`config.mk`:
```
export PLATFORM = sky130hd
export DESIGN_NAME = serial_word_deserializer
export DESIGN_NICKNAME = d
export VERILOG_FILES = /design/src/rtl/serial_word_deserializer.sv
export SDC_FILE = /design/constraint.sdc
export NUM_CORES = 1
export LEC_CHECK = 0
export ABC_AREA = 0
export ABC_CLOCK_PERIOD_IN_PS = 1950
export BUFFER_PORTS_ARGS = -buffer_cell sky130_fd_sc_hd__buf_2
export CAP_MARGIN = 5
export CORE_AREA = 2 2 39 41
export DETAILED_ROUTE_END_ITERATION = 8
export DIE_AREA = 0 0 41 43
export PLACE_DENSITY = 0.61
export REMOVE_ABC_BUFFERS = 1
export SLEW_MARGIN = 40
export SYNTH_ARGS = -nofsm -noshare
export SYNTH_HDL_FRONTEND = slang
export SYNTH_SLANG_ARGS = --single-unit
```
`constraint.sdc`:
```
create_clock -name clk -period 1.95 [get_ports clk]
set_input_delay 0.2925 -clock clk [delete_from_list [all_inputs] [get_ports clk]]
set_output_delay 0.2925 -clock clk [all_outputs]
set_load 0.01 [all_outputs]
```
`src/rtl/serial_word_deserializer.sv`:
```
// serial_word_deserializer
// Collects an LSB-first serial stream into N-bit words. A frame marker aligns
// the word boundaries. Each completed word is presented on a registered
// parallel output, together with a one-cycle valid strobe. A frame marker
// that arrives before the current word is complete raises a one-cycle error
// pulse, and that bit starts the new word.
module serial_word_deserializer #(
    parameter int N = 4
) (
    input  logic         clk,
    input  logic         reset_n,
    input  logic         sdi,
    input  logic         en,
    input  logic         frame,
    output logic [N-1:0] data_out,
    output logic         data_valid,
    output logic         busy,
    output logic         frame_err
);

    localparam int CW = (N > 1) ? $clog2(N) : 1;
    localparam logic [CW-1:0] CNT_ONE  = CW'(1);
    localparam logic [CW-1:0] CNT_LAST = CW'(N - 1);

    typedef enum logic {
        IDLE  = 1'b0,
        SHIFT = 1'b1
    } state_t;

    state_t         state_q, state_d;
    logic [N-1:0]   sr_q, sr_d;
    logic [N-1:0]   sr_shifted;
    logic [CW-1:0]  cnt_q, cnt_d;
    logic [N-1:0]   data_out_q, data_out_d;
    logic           data_valid_q, data_valid_d;
    logic           frame_err_q, frame_err_d;

    // The newest bit enters at the MSB, so the first bit of a word
    // ends up in bit 0 after N shifts.
    genvar gi;
    generate
        for (gi = 0; gi < N - 1; gi++) begin : g_shift
            assign sr_shifted[gi] = sr_q[gi + 1];
        end
    endgenerate
    assign sr_shifted[N-1] = sdi;

    // Next-state logic. Every state is held unless a bit event (en=1) occurs.
    // The strobes default low, so each of them lasts exactly one cycle.
    always_comb begin
        state_d      = state_q;
        sr_d         = sr_q;
        cnt_d        = cnt_q;
        data_out_d   = data_out_q;
        data_valid_d = 1'b0;
        frame_err_d  = 1'b0;
        if (en) begin
            case (state_q)
                IDLE: begin
                    // Bits that arrive without a frame marker are dropped.
                    if (frame) begin
                        sr_d    = sr_shifted;
                        cnt_d   = CNT_ONE;
                        state_d = SHIFT;
                    end
                end
                SHIFT: begin
                    sr_d = sr_shifted;
                    if (frame) begin
                        // A restart discards the partial word. This bit becomes bit 0.
                        cnt_d       = CNT_ONE;
                        frame_err_d = 1'b1;
                    end else if (cnt_q == CNT_LAST) begin
                        data_out_d   = sr_shifted;
                        data_valid_d = 1'b1;
                        cnt_d        = '0;
                        state_d      = IDLE;
                    end else begin
                        cnt_d = cnt_q + CNT_ONE;
                    end
                end
                default: state_d = IDLE;
            endcase
        end
    end

    // State and output registers. They clear as soon as reset_n falls.
    always_ff @(posedge clk or negedge reset_n) begin
        if (!reset_n) begin
            state_q      <= IDLE;
            sr_q         <= '0;
            cnt_q        <= '0;
            data_out_q   <= '0;
            data_valid_q <= 1'b0;
            frame_err_q  <= 1'b0;
        end else begin
            state_q      <= state_d;
            sr_q         <= sr_d;
            cnt_q        <= cnt_d;
            data_out_q   <= data_out_d;
            data_valid_q <= data_valid_d;
            frame_err_q  <= frame_err_d;
        end
    end

    assign data_out   = data_out_q;
    assign data_valid = data_valid_q;
    assign frame_err  = frame_err_q;
    assign busy       = (state_q == SHIFT);

endmodule

```
==> flow_metrics.py <==
metrics = {
    "worst_setup_path": {
        "crit_required_ps": 1660,
        "timing_worst_setup_path_type": "reg -> out",
        "critPathLaunchType": "flip-flop",
        "end_kind": "output pin",
        "cp_top_family": "flip-flops",
        "critical_path_arrival_ps": 990,
        "worst-path-buf-inv": 1,
        "worstPathCellList": "buf_2",
        "timing.critical_path.from": "busy",
        "worstReg2RegStart": "cnt_q[0]",
        "max_stage_delay_ps": 540,
        "cp_max_fo": 9,
        "crit_slowest_cell": "dfrtp_1",
    },
    "final_layout": {
        "multi_input_area_um2": 193,
        "fillerInstances": 133,
        "area_growth_syn_to_layout_pct": 20.3,
        "antenna_cells": 0,
        "layout_commonest_cell": "dfrtp_1",
        "fin_util": 0.439,
        "final_cell_area_um2": 608,
        "drive_gt1_frac": 0.510,
        "layout.cells.non_filler": 65,
        "most-common-layout-cells": "dfrtp_1, buf_2, mux2_2, clkbuf_4",
        "ff_latch_area_um2": 300,
        "finish.net_count": 57,
    },
    "detailed_routing": {
        "drtPass1Iterations": 2,
        "wire_per_inst_um": 12.2,
        "via_count": 322,
        "drt_iter0_drc": 2,
        "drc": 0,
        "routed_wl_um": 791,
        "antenna_left": 0,
        "vias_per_cell": 4.95,
    },
    "pwr": {
        "ir_worst_vdd_mv": 0.457,
        "cellPowerDensity_mw_per_mm2": 1330,
        "p_total_mw": 0.806,
        "p_leak_nw": 0.299,
    },
    "die": {
        "core_mm2": 0.00138,
        "die-area_mm2": 0.00176,
        "die_x_um": 41,
        "pin_count": 12,
        "die_h_um": 43,
        "start_util": 0.365,
        "num_rows": 14,
    },
    "logic_synthesis": {
        "avgSynthCellArea_um2": 14.4,
        "synth_top_family_by_area": "multiplexers",
        "ys_seq_area_frac": 0.594,
        "synth_fa_ha_area_frac": 0.0248,
        "syn-cell-area_um2": 505,
        "synth_cells": 35,
        "synth_xor_area_frac": 0,
        "synthMuxAreaShare": 0.156,
        "synth-compound-area-share": 0.0520,
        "yosysUniqueCellTypes": 16,
        "synthSimpleGateAreaFrac": 0.149,
        "ys_seq_elements": 12,
        "synth_warnings": 0,
    },
    "placed_design": {
        "io_buffers": 11,
        "pre_cts_slack_ps": 701,
        "gp_congestion": 0.657,
        "dp.cells": 61,
        "place_area_um2": 576,
    },
    "clock_network": {
        "cts_tree": "done",
        "htree_levels": 1,
        "cts_sinks": 12,
        "clock-root-buffer": "clkbuf_4",
        "post_cts_buffers": 0,
        "clkSlewWorstSetupHoldPaths_ps": 70,
        "hold_buffers": 1,
        "cts_resized": 0,
        "cts_buffers": 3,
        "ctsLongestPathBuffers": 2,
        "clk_latency_ps": 260,
    },
    "global_routing": {
        "grt_pass1_wl_um": 1410,
        "grt_max_degree": 13,
        "antenna_found_initial": 0,
        "overflow": 0,
        "grt_pass1_vias": 327,
        "track_usage": 0.120,
    },
    "timing": {
        "maxSlewViolCount": 0,
        "timing.hold.ws_ps": 279,
        "slew-limit-headroom": 0.777,
        "setup_viol": 0,
        "finalSetupTns_ps": 0,
        "max_clock_freq_mhz": 779,
        "fin_skew_ps": 3.50,
        "fin_ws_ps": 666,
        "period_minus_slack_ps": 1280,
        "hold_viol": 0,
        "rsz0062_at_grt": "false",
        "worst_slew_pin_slew_ps": 334,
        "finalCritPeriodShare": 0.659,
    },
    "outcome": {
        "status": "complete, no violations",
    },
    "hold_path": {
        "min_path_type": "in -> reg",
        "worstHoldStart": "sdi",
    },
    "run": {
        "maxCapViolations": 0,
    },
}
path summary, 6_finish.rpt:
check	to	slack, ps	cells after the start
worst max register to register	data_out[3]	710	3
worst min register to register	data_out[1]	510	1
worst min-delay path	sr_q[3]	280	2
worst max-delay path	busy	670	1
max in group asynchronous	cnt_q[1]	1310	2
min in group asynchronous	data_valid	430	2
kinds of logic after synthesis:
family,count (synthesis)
flops,12
mux,7
buf+inv,3
compound gates,3
simple gates,9
fa+ha+maj,1
routing by layer:
layer,wire length [µm],GRT usage
met3,35,0.0314
met5,0,0
met1,385,0.176
met4,0,0.0600
met2,371,0.159
power by group:
group          switching [mW]  internal, mW  total [mW]  leakage (nW)
Sequential             0.0757         0.345       0.421         0.144
Combinational           0.109         0.135       0.244         0.141
Clock                  0.0697        0.0710       0.141        0.0138
Total                   0.255         0.551       0.806         0.299
cell usage after synthesis:
library cell / instances / area (µm²)
dfrtp_1: 12 / 300
mux2_2: 7 / 78.8
inv_1: 2 / 7.51
nor3_1: 2 / 10.0
a22o_1: 1 / 8.76
and3_2: 1 / 7.51
and4b_2: 1 / 11.3
clkbuf_2: 1 / 5.00
ha_1: 1 / 12.5
nand2_1: 1 / 3.75
nand2b_1: 1 / 6.26
nand4b_1: 1 / 8.76
nand4b_4: 1 / 23.8
nor2_1: 1 / 3.75
o21ai_2: 1 / 8.76
o311ai_0: 1 / 8.76
layout make-up:
type / instances / share of cell area
Timing Repair Buffer: 12 / 0.107
Clock buffer: 3 / 0.0370
Tap cell: 16 / 0.0329
Multi-Input combinational cell: 20 / 0.317
Sequential cell: 12 / 0.494
Inverter: 2 / 0.0123
state kept, by name, indices dropped and copies added (netlist names):
register    flops
busy            1
cnt_q           2
data_out        4
data_valid      1
frame_err       1
sr_q            3
Power figures use the tool's default switching activity.
